$ cat src/rtl/axilite_rr_arbiter.sv
// Round-robin arbiter that funnels N AXI4-lite requesters onto one downstream
// AXI4-lite port. Read and write paths are independent engines, each with its
// own FSM, round-robin pointer and a single outstanding transaction.
//
// Read FSM   state   | meaning
//            R_IDLE  | waiting for any arvalid, grants on the next edge
//            R_ADDR  | m_axi_arvalid held until m_axi_arready
//            R_DATA  | m_axi_rready held until m_axi_rvalid
//            R_RESP  | s_axi_rvalid[g] held until s_axi_rready[g]
// Write FSM  state   | meaning
//            W_IDLE  | waiting for awvalid&wvalid on one requester
//            W_ADDR  | awvalid/wvalid each held until their own ready
//            W_BWAIT | m_axi_bready held until m_axi_bvalid
//            W_RESP  | s_axi_bvalid[g] held until s_axi_bready[g]
module axilite_rr_arbiter #(
  parameter int numOfRequesters = 4
) (
  input  logic                            s_axi_aclk,
  input  logic                            s_axi_areset,
  input  logic [32*numOfRequesters-1:0]   s_axi_araddr,
  input  logic [3*numOfRequesters-1:0]    s_axi_arprot,
  input  logic [numOfRequesters-1:0]      s_axi_arvalid,
  output logic [numOfRequesters-1:0]      s_axi_arready,
  output logic [numOfRequesters-1:0]      s_axi_rvalid,
  input  logic [numOfRequesters-1:0]      s_axi_rready,
  output logic [31:0]                     s_axi_rdata,
  output logic [1:0]                      s_axi_rresp,
  input  logic [32*numOfRequesters-1:0]   s_axi_awaddr,
  input  logic [3*numOfRequesters-1:0]    s_axi_awprot,
  input  logic [32*numOfRequesters-1:0]   s_axi_wdata,
  input  logic [4*numOfRequesters-1:0]    s_axi_wstrb,
  input  logic [numOfRequesters-1:0]      s_axi_awvalid,
  input  logic [numOfRequesters-1:0]      s_axi_wvalid,
  input  logic [numOfRequesters-1:0]      s_axi_bready,
  output logic [numOfRequesters-1:0]      s_axi_awready,
  output logic [numOfRequesters-1:0]      s_axi_wready,
  output logic [numOfRequesters-1:0]      s_axi_bvalid,
  output logic [1:0]                      s_axi_bresp,
  output logic [31:0]                     m_axi_araddr,
  output logic [2:0]                      m_axi_arprot,
  output logic                            m_axi_arvalid,
  output logic                            m_axi_rready,
  input  logic                            m_axi_arready,
  input  logic [31:0]                     m_axi_rdata,
  input  logic [1:0]                      m_axi_rresp,
  input  logic                            m_axi_rvalid,
  output logic [31:0]                     m_axi_awaddr,
  output logic [2:0]                      m_axi_awprot,
  output logic [31:0]                     m_axi_wdata,
  output logic [3:0]                      m_axi_wstrb,
  output logic                            m_axi_awvalid,
  output logic                            m_axi_wvalid,
  output logic                            m_axi_bready,
  input  logic                            m_axi_awready,
  input  logic                            m_axi_wready,
  input  logic                            m_axi_bvalid,
  input  logic [1:0]                      m_axi_bresp
);

  localparam int N = numOfRequesters;
  // Pointer starts at the last index so that requester 0 is searched first.
  localparam logic [3:0] PTR_INIT = 4'(N - 1);

  typedef enum logic [1:0] {R_IDLE, R_ADDR, R_DATA, R_RESP} r_state_t;
  typedef enum logic [1:0] {W_IDLE, W_ADDR, W_BWAIT, W_RESP} w_state_t;

  // First requester above ptr (wrapping) with a request; ptr if none.
  function automatic logic [3:0] rr_pick(input logic [N-1:0] req, input logic [3:0] ptr);
    logic [15:0] req_w;
    logic [3:0]  pick;
    logic [3:0]  cand;
    logic        found;
    req_w = '0;
    req_w[N-1:0] = req;
    pick = ptr;
    found = 1'b0;
    for (int k = 1; k <= N; k++) begin
      cand = 4'((int'(ptr) + k) % N);
      if (!found && req_w[cand]) begin
        pick = cand;
        found = 1'b1;
      end
    end
    return pick;
  endfunction

  r_state_t    r_state, r_next;
  logic [3:0]  r_ptr, r_idx, r_gnt;
  logic        ar_pulse;
  logic [31:0] r_sel_addr;
  logic [2:0]  r_sel_prot;
  logic        r_rready_g;

  w_state_t    w_state, w_next;
  logic [3:0]  w_ptr, w_idx, w_gnt;
  logic        aw_pulse, aw_done, w_done, aw_fire, w_fire;
  logic [N-1:0] w_req;
  logic [31:0] w_sel_addr, w_sel_data;
  logic [2:0]  w_sel_prot;
  logic [3:0]  w_sel_strb;
  logic        w_bready_g;

  assign w_req   = s_axi_awvalid & s_axi_wvalid;
  assign r_gnt   = rr_pick(s_axi_arvalid, r_ptr);
  assign w_gnt   = rr_pick(w_req, w_ptr);
  assign aw_fire = m_axi_awvalid && m_axi_awready;
  assign w_fire  = m_axi_wvalid && m_axi_wready;

  // Select the candidate requester's request fields and the granted one's ready.
  always_comb begin
    r_sel_addr = '0;
    r_sel_prot = '0;
    r_rready_g = 1'b0;
    w_sel_addr = '0;
    w_sel_prot = '0;
    w_sel_data = '0;
    w_sel_strb = '0;
    w_bready_g = 1'b0;
    for (int i = 0; i < N; i++) begin
      if (r_gnt == 4'(i)) begin
        r_sel_addr = s_axi_araddr[i*32 +: 32];
        r_sel_prot = s_axi_arprot[i*3 +: 3];
      end
      if (r_idx == 4'(i)) r_rready_g = s_axi_rready[i];
      if (w_gnt == 4'(i)) begin
        w_sel_addr = s_axi_awaddr[i*32 +: 32];
        w_sel_prot = s_axi_awprot[i*3 +: 3];
        w_sel_data = s_axi_wdata[i*32 +: 32];
        w_sel_strb = s_axi_wstrb[i*4 +: 4];
      end
      if (w_idx == 4'(i)) w_bready_g = s_axi_bready[i];
    end
  end

  // Read FSM state register.
  always_ff @(posedge s_axi_aclk or posedge s_axi_areset) begin
    if (s_axi_areset) r_state <= R_IDLE;
    else              r_state <= r_next;
  end

  // Read FSM next-state logic.
  always_comb begin
    r_next = r_state;
    case (r_state)
      R_IDLE:  if (|s_axi_arvalid) r_next = R_ADDR;
      R_ADDR:  if (m_axi_arready)  r_next = R_DATA;
      R_DATA:  if (m_axi_rvalid)   r_next = R_RESP;
      R_RESP:  if (r_rready_g)     r_next = R_IDLE;
      default: r_next = R_IDLE;
    endcase
  end

  // Read datapath: grant latch, pointer update and response capture.
  always_ff @(posedge s_axi_aclk or posedge s_axi_areset) begin
    if (s_axi_areset) begin
      r_ptr        <= PTR_INIT;
      r_idx        <= '0;
      ar_pulse     <= 1'b0;
      m_axi_araddr <= '0;
      m_axi_arprot <= '0;
      s_axi_rdata  <= '0;
      s_axi_rresp  <= '0;
    end else begin
      ar_pulse <= 1'b0;
      case (r_state)
        R_IDLE: if (|s_axi_arvalid) begin
          m_axi_araddr <= r_sel_addr;
          m_axi_arprot <= r_sel_prot;
          r_idx        <= r_gnt;
          r_ptr        <= r_gnt;
          ar_pulse     <= 1'b1;
        end
        R_DATA: if (m_axi_rvalid) begin
          s_axi_rdata <= m_axi_rdata;
          s_axi_rresp <= m_axi_rresp;
        end
        R_RESP: if (r_rready_g) begin
          s_axi_rdata <= '0;
          s_axi_rresp <= '0;
        end
        default: ;
      endcase
    end
  end

  // Read handshake outputs, routed only to the granted index.
  always_comb begin
    m_axi_arvalid = (r_state == R_ADDR);
    m_axi_rready  = (r_state == R_DATA);
    s_axi_arready = '0;
    s_axi_rvalid  = '0;
    for (int i = 0; i < N; i++) begin
      if (r_idx == 4'(i)) begin
        s_axi_arready[i] = ar_pulse;
        s_axi_rvalid[i]  = (r_state == R_RESP);
      end
    end
  end

  // Write FSM state register.
  always_ff @(posedge s_axi_aclk or posedge s_axi_areset) begin
    if (s_axi_areset) w_state <= W_IDLE;
    else              w_state <= w_next;
  end

  // Write FSM next-state logic; address and data may complete in either order.
  always_comb begin
    w_next = w_state;
    case (w_state)
      W_IDLE:  if (|w_req) w_next = W_ADDR;
      W_ADDR:  if ((aw_done || aw_fire) && (w_done || w_fire)) w_next = W_BWAIT;
      W_BWAIT: if (m_axi_bvalid) w_next = W_RESP;
      W_RESP:  if (w_bready_g)   w_next = W_IDLE;
      default: w_next = W_IDLE;
    endcase
  end

  // Write datapath: grant latch, per-channel completion flags, bresp capture.
  always_ff @(posedge s_axi_aclk or posedge s_axi_areset) begin
    if (s_axi_areset) begin
      w_ptr        <= PTR_INIT;
      w_idx        <= '0;
      aw_pulse     <= 1'b0;
      aw_done      <= 1'b0;
      w_done       <= 1'b0;
      m_axi_awaddr <= '0;
      m_axi_awprot <= '0;
      m_axi_wdata  <= '0;
      m_axi_wstrb  <= '0;
      s_axi_bresp  <= '0;
    end else begin
      aw_pulse <= 1'b0;
      case (w_state)
        W_IDLE: if (|w_req) begin
          m_axi_awaddr <= w_sel_addr;
          m_axi_awprot <= w_sel_prot;
          m_axi_wdata  <= w_sel_data;
          m_axi_wstrb  <= w_sel_strb;
          w_idx        <= w_gnt;
          w_ptr        <= w_gnt;
          aw_pulse     <= 1'b1;
          aw_done      <= 1'b0;
          w_done       <= 1'b0;
        end
        W_ADDR: begin
          if (aw_fire) aw_done <= 1'b1;
          if (w_fire)  w_done  <= 1'b1;
        end
        W_BWAIT: if (m_axi_bvalid) s_axi_bresp <= m_axi_bresp;
        W_RESP:  if (w_bready_g)   s_axi_bresp <= '0;
        default: ;
      endcase
    end
  end

  // Write handshake outputs, routed only to the granted index.
  always_comb begin
    m_axi_awvalid = (w_state == W_ADDR) && !aw_done;
    m_axi_wvalid  = (w_state == W_ADDR) && !w_done;
    m_axi_bready  = (w_state == W_BWAIT);
    s_axi_awready = '0;
    s_axi_wready  = '0;
    s_axi_bvalid  = '0;
    for (int i = 0; i < N; i++) begin
      if (w_idx == 4'(i)) begin
        s_axi_awready[i] = aw_pulse;
        s_axi_wready[i]  = aw_pulse;
        s_axi_bvalid[i]  = (w_state == W_RESP);
      end
    end
  end

endmodule

$ cat config.mk
export PLATFORM = sky130hd
export DESIGN_NAME = axilite_rr_arbiter
export DESIGN_NICKNAME = d
export VERILOG_FILES = /design/src/rtl/axilite_rr_arbiter.sv
export SDC_FILE = /design/constraint.sdc
export NUM_CORES = 1
export LEC_CHECK = 0
export ABC_AREA = 1
export CAP_MARGIN = 20
export CORE_AREA = 2 2 253 255
export DETAILED_ROUTE_END_ITERATION = 8
export DIE_AREA = 0 0 255 257
export GPL_ROUTABILITY_DRIVEN = 1
export SETUP_SLACK_MARGIN = 0.4
export SYNTH_ARGS = -nofsm -noshare
export SYNTH_HDL_FRONTEND = slang
export SYNTH_SLANG_ARGS = --single-unit
$ cat constraint.sdc
create_clock -name s_axi_aclk -period 5.6 [get_ports s_axi_aclk]
set_input_delay 0.56 -clock s_axi_aclk [delete_from_list [all_inputs] [get_ports s_axi_aclk]]
set_output_delay 0.56 -clock s_axi_aclk [all_outputs]
set_load 0.03 [all_outputs]
==> out/qor.csv, run 1 <==
stage,metric,value,unit
outcome,result of the run,completed,
floorplan,row cnt,92,
timing,number of pins exceeding their max-slew limit in the final report,0,
route,1st-iter DRT viols,807,
synthesis,Yosys warning total,0,
critical_path,buffering stage count on the worst path with inverters included,2,
critical_path,CP dominant cell by count,sky130_fd_sc_hd__nand2_1,
route,total number of vias,13400,
power_and_ir_drop,leakage power,8.69,nW
cts,post-CTS setup buffer count,0,
job,maxcap violations,0,
place,gp weighted congestion,0.894,
critical_path,Setup CP Type,flop to flop,
power_and_ir_drop,switching share of power,0.552,
critical_path,WP data required,6010,ps
timing,highest attainable clock frequency,0.285,GHz
cts,# clock sinks,162,
synthesis,post-synthesis adder-cell area fraction,0.0111,
place,"number of placed instances, taps included",3076,
cts,clock transition at the register clock pins on the worst setup and hold paths after CTS,80,ps
synthesis,Post-Synthesis Net Count,2174,
critical_path,crit end category,flop,
synthesis,library cell occupying the most area in the post-synthesis netlist,sky130_fd_sc_hd__dfrtp_1,
cts,number of resized instances in the post-cts repair step,0,
synthesis,largest family of logic cells by synthesized area,simple AND/OR/NAND/NOR gates,
power_and_ir_drop,combinational fraction of design power,0.728,
timing,total setup violations reported at the end of the flow,0,
route,total detailed-routing wirelength,52600,um
grt,wire length of the first global-routing pass,78200,um
cts,Clk Tree Root Cell,sky130_fd_sc_hd__clkbuf_16,
route,detailed-route vias per instance,4.29,
critical_path,"delay-heaviest family, CP",simple AND/OR/NAND/NOR gates,
route,detailed-router iteration count before antenna repair,5,
timing,clock skew,12.6,ps
final_layout,Total Nets Final,2746,
grt,met3 track demand over resource in global routing,0.0396,
synthesis,post-synthesis average cell area,6.71,um^2
final_layout,"most common cell after layout, fill and taps aside",sky130_fd_sc_hd__clkdlybuf4s50_1,
grt,most congested layer reported by global routing,met2,
floorplan,die outline width,255,um
timing,slew at the pin closest to its max-slew limit,1010,ps
final_layout,filler-free cell count of the finished design,3112,
synthesis,"area fraction in and, or, nand and nor cells after synthesis",0.391,
route,Post-DRT Antenna Nets,0,
power_and_ir_drop,power density of the placed cells,651,nW/um^2
grt,global-route track usage on met2,0.267,
synthesis,xor and xnor fraction of the mapped netlist area,0,
place,count of input and output buffers,653,
place,minimum setup slack after placement,1830,ps
power_and_ir_drop,clock share of power,0.104,
cts,source-to-sink clock delay at the later pin of the worst-skew pair,480,ps
grt,remaining global-route overflow,0,
critical_path,cell chain of the critical path,"inv_2, nand3_1, nand2_1, nand2_1, nand2_1, nor2_1, nand2_1, nand2_1, nand2_1, nand2_4, buf_4, o211ai_1, nand3_1, nand2_1, nand2_1",
cts,number of buffers between clock root and the deepest sink,2,
grt,via count of the first global-routing pass,12900,
critical_path,CP max stage delay,790,ps
grt,antenna violations before repair,6,
critical_path,CP Data Arrival Time,3920,ps
floorplan,Top-Level Pins,654,
power_and_ir_drop,maximum vdd drop,520,uV
power_and_ir_drop,sequential share of power,0.168,
cts,count of hold buffers inserted by post-cts repair,0,
final_layout,P&R area growth vs syn,69.8,%
synthesis,area share of the leading cell type in the synthesized netlist,0.352,
floorplan,die boundary height,257,um
critical_path,CP max FO,88,
synthesis,leading post-synthesis cells by cell area,"sky130_fd_sc_hd__dfrtp_1 (35%), sky130_fd_sc_hd__nand2_1 (19%), sky130_fd_sc_hd__nand3_1 (13%), sky130_fd_sc_hd__o211ai_1 (7.0%), sky130_fd_sc_hd__inv_1 (5.9%)",
timing,Total Neg Setup Slack,0,ps
timing,setup repair after global routing missed its margin,no,
floorplan,starting density of the core,0.179,
synthesis,Netlist Area Pre-Place,11200,um^2
synthesis,portion of the post-synthesis area used by sequential elements,0.361,
final_layout,Seq. cell area,4060,um^2
synthesis,number of synthesized register bits,162,
timing,worst hold slack after final layout,479,ps
floorplan,Die Area,65500,um^2
cts,TritonCTS clock tree,yes,
power_and_ir_drop,Switch Pwr,6.87,mW
grt,global-route met1 utilization,0.189,
power_and_ir_drop,cell-internal power,5.57,mW
final_layout,highest-count cells in the layout ignoring fill and taps,"sky130_fd_sc_hd__clkdlybuf4s50_1 (653), sky130_fd_sc_hd__nand2_1 (575), sky130_fd_sc_hd__nand3_1 (282), sky130_fd_sc_hd__inv_1 (177), sky130_fd_sc_hd__dfrtp_1 (158)",
critical_path,sort of element at the start of the critical path,flop,
timing,Final min period,3510,ps
timing,final hold violation count,0,
timing,post-route clock period utilization,0.626,
final_layout,count of fill cells added during filler insertion,6821,
route,drt drc,0,
critical_path,Worst path slowest cell,sky130_fd_sc_hd__buf_4,
power_and_ir_drop,total power of the final layout,12.4,mW
final_layout,layout cell share with drive strength beyond 1,0.0367,
timing,relative slew slack,0.329,
route,routed wire length per instance,16.9,um
synthesis,share of cell area taken by muxes after synthesis,0,
place,estimated wirelength of the detail-placed design,39100,um
cts,number of buffers inserted during clock tree synthesis,17,
synthesis,share of the synthesized area in compound gates (AO/OA/AOI/OAI),0.120,
cts,number of H-tree branching levels,4,
synthesis,"Distinct cells, synth",36,
final_layout,area of the multi-input gates,5910,um^2
grt,maximum number of pins on one net before global-route repair,102,
worst_hold_path,worst hold path type,flop to flop,
grt,gr usage total,0.155,
synthesis,number of instances in the synthesized netlist,1677,
floorplan,Placeable Area,62700,um^2
timing,final setup margin,2090,ps
-- power groups by stage --
stage          Sequential, mW  Clock [mW]  Combinational [mW]
3_5_place_dp             2.09           0                9.18
5_1_grt                  2.16        1.40                9.98
2_1_floorplan            2.92           0                5.24
3_3_place_gp             2.09           0                9.13
6_report                 2.09        1.29                9.06
4_1_cts                  2.09        1.36                9.19
-- stage by stage --
stage                     area, um^2   util
after floorplan                11200      -
after global placement         18500  0.294
after detailed placement       18500  0.294
after CTS                      19100  0.304
after global routing           19100  0.304
final                          19100  0.304
-- final timing paths --
path	depth (start not counted)	slack, ps	endpoint	startpoint
hold reg to reg	2	480	m_axi_awaddr[15]	m_axi_awaddr[15]
min in group asynchronous	2	610	m_axi_awaddr[3]	s_axi_areset
setup reg to reg	15	2090	m_axi_wdata[5]	w_ptr[0]
hold / removal	2	480	m_axi_awaddr[15]	m_axi_awaddr[15]
setup / recovery	15	2090	m_axi_wdata[5]	w_ptr[0]
max in group asynchronous	3	3880	m_axi_awaddr[16]	s_axi_areset
-- metal layers --
metal / vias to the layer above / share of wire
li1: 6602 / -
met1: 6190 / 0.41
met2: 494 / 0.49
met3: 64 / 0.071
met4: 2 / 0.021
met5: - / 0.00019
-- synth_stat cells --
master,number
sky130_fd_sc_hd__buf_1,5
sky130_fd_sc_hd__nor4_1,1
sky130_fd_sc_hd__o32ai_1,1
sky130_fd_sc_hd__nand3_2,1
sky130_fd_sc_hd__and2_1,1
sky130_fd_sc_hd__nor2_1,41
sky130_fd_sc_hd__inv_1,178
sky130_fd_sc_hd__nand2_1,576
sky130_fd_sc_hd__a21oi_1,5
sky130_fd_sc_hd__a31oi_1,2
sky130_fd_sc_hd__o221ai_1,2
sky130_fd_sc_hd__nand2_2,4
sky130_fd_sc_hd__ha_1,10
sky130_fd_sc_hd__nor2_4,3
sky130_fd_sc_hd__a22oi_1,1
sky130_fd_sc_hd__nand4_1,2
sky130_fd_sc_hd__buf_4,13
sky130_fd_sc_hd__nand3_1,282
sky130_fd_sc_hd__o21ai_1,12
sky130_fd_sc_hd__nor3_1,1
sky130_fd_sc_hd__o21ai_4,1
sky130_fd_sc_hd__clkinv_1,1
sky130_fd_sc_hd__buf_6,7
sky130_fd_sc_hd__nand3b_1,71
sky130_fd_sc_hd__o21ai_0,80
sky130_fd_sc_hd__inv_4,1
sky130_fd_sc_hd__dfrtp_1,158
sky130_fd_sc_hd__inv_2,5
sky130_fd_sc_hd__clkbuf_1,53
sky130_fd_sc_hd__and3_1,1
sky130_fd_sc_hd__nor3_2,1
sky130_fd_sc_hd__o211ai_1,105
sky130_fd_sc_hd__buf_2,46
sky130_fd_sc_hd__o21ai_2,1
sky130_fd_sc_hd__dfstp_2,4
sky130_fd_sc_hd__nor2_8,1
-- worst min-delay path, cell delays in order (launching register included) --
cell	delay, ps
sky130_fd_sc_hd__dfrtp_1	340
sky130_fd_sc_hd__nand2_1	50
sky130_fd_sc_hd__nand2_1	50
-- layout make-up --
| cell class | count | share of cell area |
|---|---|---|
| Clock inverter | 15 | 0.00989 |
| Sequential cell | 162 | 0.213 |
| Inverter | 185 | 0.0369 |
| Clock buffer | 17 | 0.0223 |
| Antenna cell | 4 | 0.000524 |
| Tap cell | 846 | 0.0554 |
| Timing Repair Buffer | 677 | 0.353 |
| Multi-Input combinational cell | 1206 | 0.309 |
-- logic make-up after synthesis --
group	after synthesis
AO/OA/AOI/OAI	210
adder cells (fa/ha/maj)	10
buffers and inverters	309
flip-flops	162
AND/OR/NAND/NOR	986
-- registers in the layout, summed over array words and instances (netlist names) --
| register | flops |
|---|---|
| s_axi_rresp | 2 |
| r_state | 2 |
| w_done | 1 |
| m_axi_wstrb | 4 |
| w_ptr | 4 |
| w_idx | 2 |
| ar_pulse | 1 |
| r_ptr | 4 |
| s_axi_bresp | 2 |
| m_axi_wdata | 32 |
| m_axi_awaddr | 32 |
| s_axi_rdata | 32 |
| aw_pulse | 1 |
| m_axi_awprot | 3 |
| m_axi_araddr | 32 |
| aw_done | 1 |
| w_state | 2 |
| m_axi_arprot | 3 |
| r_idx | 2 |
(Power assumes the default switching activity.)
==> run 2: changes to the inputs <==
clock period = 3.5 ns   (was 5.6 ns; I/O delays follow)
==> run 2 against run 1 <==
Worst hold slack worse by 56 ps. Sequential share of layout area is 0.17 points lower. First-iteration DRC count is 18% lower. Critical endpoint is now m_axi_awaddr[11]. Largest power group unchanged. Highest routed layer unchanged.
==> out/qor.csv, run 2 (synthesized netlist as in run 1, its figures left out) <==
stage,metric,value,unit
timing,setup repair after global routing missed its margin,no,
route,detailed-route vias per instance,4.27,
critical_path,sort of element at the start of the critical path,flop,
critical_path,start point of the critical path,w_ptr[0],
timing,highest attainable clock frequency,0.367,GHz
place,count of input and output buffers,653,
timing,post-route clock period utilization,0.778,
timing,total setup violations reported at the end of the flow,0,
timing,relative slew slack,0.379,
critical_path,CP max FO,54,
floorplan,starting density of the core,0.179,
cts,number of H-tree branching levels,4,
grt,maximum number of pins on one net before global-route repair,92,
critical_path,CP Data Arrival Time,3090,ps
power_and_ir_drop,clock share of power,0.109,
final_layout,"most common cell after layout, fill and taps aside",sky130_fd_sc_hd__clkdlybuf4s50_1,
final_layout,P&R area growth vs syn,71.2,%
power_and_ir_drop,sequential share of power,0.167,
power_and_ir_drop,power density of the placed cells,1030,nW/um^2
floorplan,row cnt,92,
cts,count of hold buffers inserted by post-cts repair,0,
timing,clock skew,11.9,ps
final_layout,area of the multi-input gates,5910,um^2
timing,final hold violation count,0,
floorplan,Top-Level Pins,654,
route,total number of vias,13300,
outcome,result of the run,completed,
final_layout,Inserted Diodes,0,
place,estimated wirelength of the detail-placed design,39100,um
critical_path,Setup CP Type,flop to flop,
final_layout,Seq. cell area,4060,um^2
power_and_ir_drop,switching share of power,0.543,
grt,gr usage total,0.153,
cts,# clock sinks,162,
final_layout,count of fill cells added during filler insertion,6833,
cts,number of buffers between clock root and the deepest sink,2,
route,1st-iter DRT viols,659,
place,gp weighted congestion,0.876,
cts,number of resized instances in the post-cts repair step,0,
final_layout,layout cell share with drive strength beyond 1,0.0396,
cts,TritonCTS clock tree,yes,
route,total detailed-routing wirelength,51700,um
grt,remaining global-route overflow,0,
cts,Clk Tree Root Cell,sky130_fd_sc_hd__clkbuf_16,
floorplan,die outline width,255,um
timing,number of pins exceeding their max-slew limit in the final report,0,
timing,worst hold slack after final layout,424,ps
grt,antenna violations before repair,3,
timing,slew at the pin closest to its max-slew limit,929,ps
final_layout,Total Nets Final,2754,
cts,number of buffers inserted during clock tree synthesis,17,
route,drt drc,0,
job,maxcap violations,0,
critical_path,WP data required,3870,ps
critical_path,crit end category,flop,
grt,wire length of the first global-routing pass,76900,um
power_and_ir_drop,Switch Pwr,10.8,mW
floorplan,Placeable Area,62700,um^2
worst_hold_path,min-delay src,m_axi_bresp[1],
floorplan,Die Area,65500,um^2
route,detailed-router iteration count before antenna repair,7,
power_and_ir_drop,cell-internal power,9.10,mW
power_and_ir_drop,leakage power,8.77,nW
grt,via count of the first global-routing pass,12900,
route,routed wire length per instance,16.6,um
critical_path,Reg-to-Reg Start,w_ptr[0],
final_layout,highest-count cells in the layout ignoring fill and taps,"sky130_fd_sc_hd__clkdlybuf4s50_1 (653), sky130_fd_sc_hd__nand2_1 (575), sky130_fd_sc_hd__nand3_1 (282), sky130_fd_sc_hd__inv_1 (177), sky130_fd_sc_hd__dfrtp_1 (158)",
cts,post-CTS setup buffer count,0,
cts,source-to-sink clock delay at the later pin of the worst-skew pair,480,ps
timing,Final min period,2720,ps
route,Post-DRT Antenna Nets,0,
timing,Total Neg Setup Slack,0,ps
power_and_ir_drop,combinational fraction of design power,0.724,
power_and_ir_drop,maximum vdd drop,1190,uV
cts,clock transition at the register clock pins on the worst setup and hold paths after CTS,70,ps
floorplan,die boundary height,257,um
worst_hold_path,worst hold path type,input pin to flop,
## run 2: changes by cell type in the layout (fill, tap and decap cells not counted), sizes merged
| cell | change |
|---|---|
| buf | +8 |
| diode | -4 |
| bufinv | +2 |
| clkinv | -2 |
| inv | -2 |
| clkbuf | +1 |
| clkinvlp | +1 |
## run 2: metal layers
layer,vias to the layer above,share of wire,GRT usage
li1,6632,-,-
met1,6168,0.41,0.181
met2,437,0.49,0.261
met3,70,0.073,0.0437
met4,4,0.028,0.0562
met5,-,0.00052,0
## run 2: critical path, stage by stage, from the launching register on
cell	delay [ps]
sky130_fd_sc_hd__dfstp_2	660
sky130_fd_sc_hd__inv_2	150
sky130_fd_sc_hd__nand3_1	110
sky130_fd_sc_hd__nand2_1	80
sky130_fd_sc_hd__nand2_1	80
sky130_fd_sc_hd__nand2_1	70
sky130_fd_sc_hd__nor2_1	90
sky130_fd_sc_hd__nand2_1	70
sky130_fd_sc_hd__nand2_1	60
sky130_fd_sc_hd__nand2_1	90
sky130_fd_sc_hd__nand2_4	130
sky130_fd_sc_hd__buf_4	490
sky130_fd_sc_hd__nand3b_1	220
sky130_fd_sc_hd__nand2_1	100
sky130_fd_sc_hd__inv_1	50
sky130_fd_sc_hd__nand2_1	70
sky130_fd_sc_hd__nand2_1	50
## run 2: cell type report
class                           count  area share
Clock buffer                       18      0.0223
Clock inverter                     14      0.0114
Inverter                          185      0.0364
Multi-Input combinational cell   1206       0.307
Sequential cell                   162       0.211
Tap cell                          846      0.0550
Timing Repair Buffer              685       0.357
## run 2: metrics by stage
step           power [mW]   util  instances  area, um^2  worst slack (ps)
2_1_floorplan        13.1      -       1677       11200              1100
3_3_place_gp         17.8  0.297       3084       18600               639
3_5_place_dp         17.9  0.297       3084       18600               627
4_1_cts              20.2  0.307       3116       19300               689
5_1_grt              21.7  0.307       3116       19300               445
6_report             19.9  0.307       3116       19300               776
## run 2: path summary, 6_finish.rpt
path / endpoint / slack, ps / depth (start not counted)
max in group asynchronous: r_ptr[0] / 2270 / 3
min in group asynchronous: m_axi_awaddr[3] / 430 / 2
worst min-delay path: s_axi_bresp[1] / 420 / 3
worst max-delay path: m_axi_awaddr[11] / 780 / 16
worst min register to register: m_axi_awaddr[21] / 480 / 2
worst max register to register: m_axi_awaddr[11] / 780 / 16
## run 2: power by group through the flow
| stage | combinational, mW | clock (mW) | sequential [mW] |
|---|---|---|---|
| after floorplan | 8.38 | 0 | 4.68 |
| after global placement | 14.5 | 0 | 3.34 |
| after detailed placement | 14.5 | 0 | 3.34 |
| after CTS | 14.6 | 2.27 | 3.33 |
| after global routing | 15.9 | 2.34 | 3.43 |
| final | 14.4 | 2.18 | 3.32 |
==> run 3: changes to the inputs <==
clock period = 2.74 ns   (was 3.5 ns; I/O delays follow)
==> run 3 against run 2 <==
Total power rose by 95%. Final area up 19%. Critical endpoint is now m_axi_wdata[8]. Largest cell class unchanged. Fmax rose by 5.2%. Clock skew increased by 1.1 ps. Register-to-register slack got worse by 620 ps.
==> out/qor.csv, run 3 (synthesized netlist as in run 1, its figures left out) <==
stage,metric,value,unit
floorplan,Die Area,65500,um^2
route,total detailed-routing wirelength,64900,um
floorplan,starting density of the core,0.179,
timing,worst hold slack after final layout,115,ps
grt,remaining global-route overflow,0,
critical_path,Worst Reg-to-Reg Cells,16,
cts,source-to-sink clock delay at the later pin of the worst-skew pair,490,ps
route,met3 layer wire length in the routed design,5190,um
route,detailed-route vias per instance,4.54,
power_and_ir_drop,maximum vdd drop,1070,uV
final_layout,P&R area growth vs syn,105,%
final_layout,"most common cell after layout, fill and taps aside",sky130_fd_sc_hd__clkdlybuf4s50_1,
floorplan,Top-Level Pins,654,
final_layout,layout cell share with drive strength beyond 1,0.183,
grt,gr usage total,0.175,
route,Post-DRT Antenna Nets,0,
critical_path,Reg-to-Reg Start,w_ptr[0],
final_layout,count of fill cells added during filler insertion,6360,
floorplan,die boundary height,257,um
critical_path,CP max FO,6,
floorplan,Placeable Area,62700,um^2
cts,count of hold buffers inserted by post-cts repair,0,
grt,antenna violations before repair,6,
route,detailed-router iteration count before antenna repair,5,
cts,Clk Tree Root Cell,sky130_fd_sc_hd__clkbuf_16,
place,cell area after placement,18800,um^2
route,length of routed met2 wiring,31400,um
floorplan,die outline width,255,um
place,gp weighted congestion,0.868,
cts,TritonCTS clock tree,yes,
timing,total setup violations reported at the end of the flow,0,
critical_path,Worst path slowest cell,sky130_fd_sc_hd__dfstp_2,
place,"number of placed instances, taps included",3094,
critical_path,crit end category,flop,
final_layout,post-route cell area,23000,um^2
critical_path,CP max stage delay,640,ps
critical_path,sort of element at the start of the critical path,flop,
grt,maximum number of pins on one net before global-route repair,76,
cts,# clock sinks,162,
cts,number of buffers inserted during clock tree synthesis,17,
critical_path,CP Data Arrival Time,3010,ps
critical_path,Reg2Reg Setup Slack,150,ps
timing,relative slew slack,0.670,
power_and_ir_drop,power density of the placed cells,1680,nW/um^2
critical_path,cell chain of the critical path,"buf_12, nand3_2, nand2_4, nand2_4, nand2_4, nand4_1, nand2_4, nand2_4, nor2_4, buf_12, buf_12, buf_12, nand2_1, nand3_1, nand2_1, nand2_1",
timing,number of pins exceeding their max-slew limit in the final report,0,
outcome,result of the run,completed,
route,Top Layer Used,met5,
route,routed wire length per instance,20.0,um
grt,via count of the first global-routing pass,14300,
final_layout,filler-free cell count of the finished design,3249,
final_layout,Seq. cell area,4060,um^2
worst_hold_path,worst hold path type,input pin to asynchronous set/reset pin,
cts,clock transition at the register clock pins on the worst setup and hold paths after CTS,80,ps
job,maxcap violations,0,
final_layout,area of the multi-input gates,7220,um^2
timing,Final min period,2590,ps
final_layout,end-of-flow core utilization,0.367,
grt,wire length of the first global-routing pass,86500,um
cts,number of H-tree branching levels,4,
critical_path,Worst R2R End,m_axi_wdata[8],
timing,clock skew,13.0,ps
critical_path,CP dominant cell by count,sky130_fd_sc_hd__nand2_4,
timing,final hold violation count,0,
place,estimated wirelength of the detail-placed design,39300,um
power_and_ir_drop,leakage power,10.8,nW
critical_path,Setup CP Type,flop to flop,
cts,number of buffers between clock root and the deepest sink,2,
timing,highest attainable clock frequency,0.386,GHz
final_layout,highest-count cells in the layout ignoring fill and taps,"sky130_fd_sc_hd__clkdlybuf4s50_1 (630), sky130_fd_sc_hd__nand2_1 (505), sky130_fd_sc_hd__inv_1 (174), sky130_fd_sc_hd__dfrtp_1 (158), sky130_fd_sc_hd__nand3_1 (146)",
route,1st-iter DRT viols,832,
final_layout,Total Nets Final,2883,
route,drt drc,0,
route,total number of vias,14800,
timing,post-route clock period utilization,0.945,
critical_path,WP data required,3170,ps
place,count of input and output buffers,653,
route,met1 layer wirelength in the final routing,25700,um
floorplan,row cnt,92,
power_and_ir_drop,total power of the final layout,38.7,mW
timing,setup repair after global routing missed its margin,yes,
timing,slew at the pin closest to its max-slew limit,490,ps
==> run 3: final cells by class <==
| cell class | count | share of cell area |
|---|---|---|
| Multi-Input combinational cell | 1208 | 0.314 |
| Clock buffer | 17 | 0.0185 |
| Tap cell | 846 | 0.0460 |
| Timing Repair Buffer | 810 | 0.404 |
| Sequential cell | 162 | 0.176 |
| Clock inverter | 15 | 0.00718 |
| Timing Repair inverter | 2 | 0.00103 |
| Inverter | 185 | 0.0323 |
| Antenna cell | 4 | 0.000435 |
==> run 3: stage by stage <==
step	TNS, ps	setup WS, ps
after global routing	0	43.4
final	0	152
after global placement	-963	-47.1
after floorplan	0	412
after CTS	0	247
after detailed placement	-564	-90.3
==> run 3: power by group <==
group	switching, mW	internal (mW)	total (mW)	leakage, nW
combinational	17.4	14.5	32.0	8.49
sequential	0.706	3.55	4.26	2.03
clock	1.28	1.22	2.50	0.278
==> run 3: worst max-delay path, delay by kind of cell (launching register included) <==
family | cells | cell delay [ps]
and+or+nand+nor | 12 | 1290
buffers and inverters | 4 | 590
DFF | 1 | 640
==> run 3: worst max path at each step <==
stage / endpoint / start / slack (ps) / cells after the start
3_3_place_gp: m_axi_araddr[6] / s_axi_arvalid[1] / -50 / 12
3_5_place_dp: m_axi_araddr[1] / s_axi_arvalid[1] / -90 / 12
2_1_floorplan: ar_pulse / s_axi_areset / 410 / 1
5_1_grt: m_axi_wdata[8] / w_ptr[0] / 40 / 16
6_report: m_axi_wdata[8] / w_ptr[0] / 150 / 16
4_1_cts: s_axi_awready[0] / w_ptr[3] / 250 / 4
==> run 3: repair_timing <==
item | in CTS | in global routing
gates resized for setup | 114 | 278
endpoints found under the hold margin | 0 | 0
setup buffers | 48 | 21
pin swaps | 22 | 125
cloned | 27 | 23
endpoints found under the setup margin | 128 | 161
==> run 3: routing by layer <==
metal,vias up,track usage
met5,-,0
met2,660,0.299
li1,6916,-
met1,7027,0.203
met4,4,0.0780
met3,145,0.0489
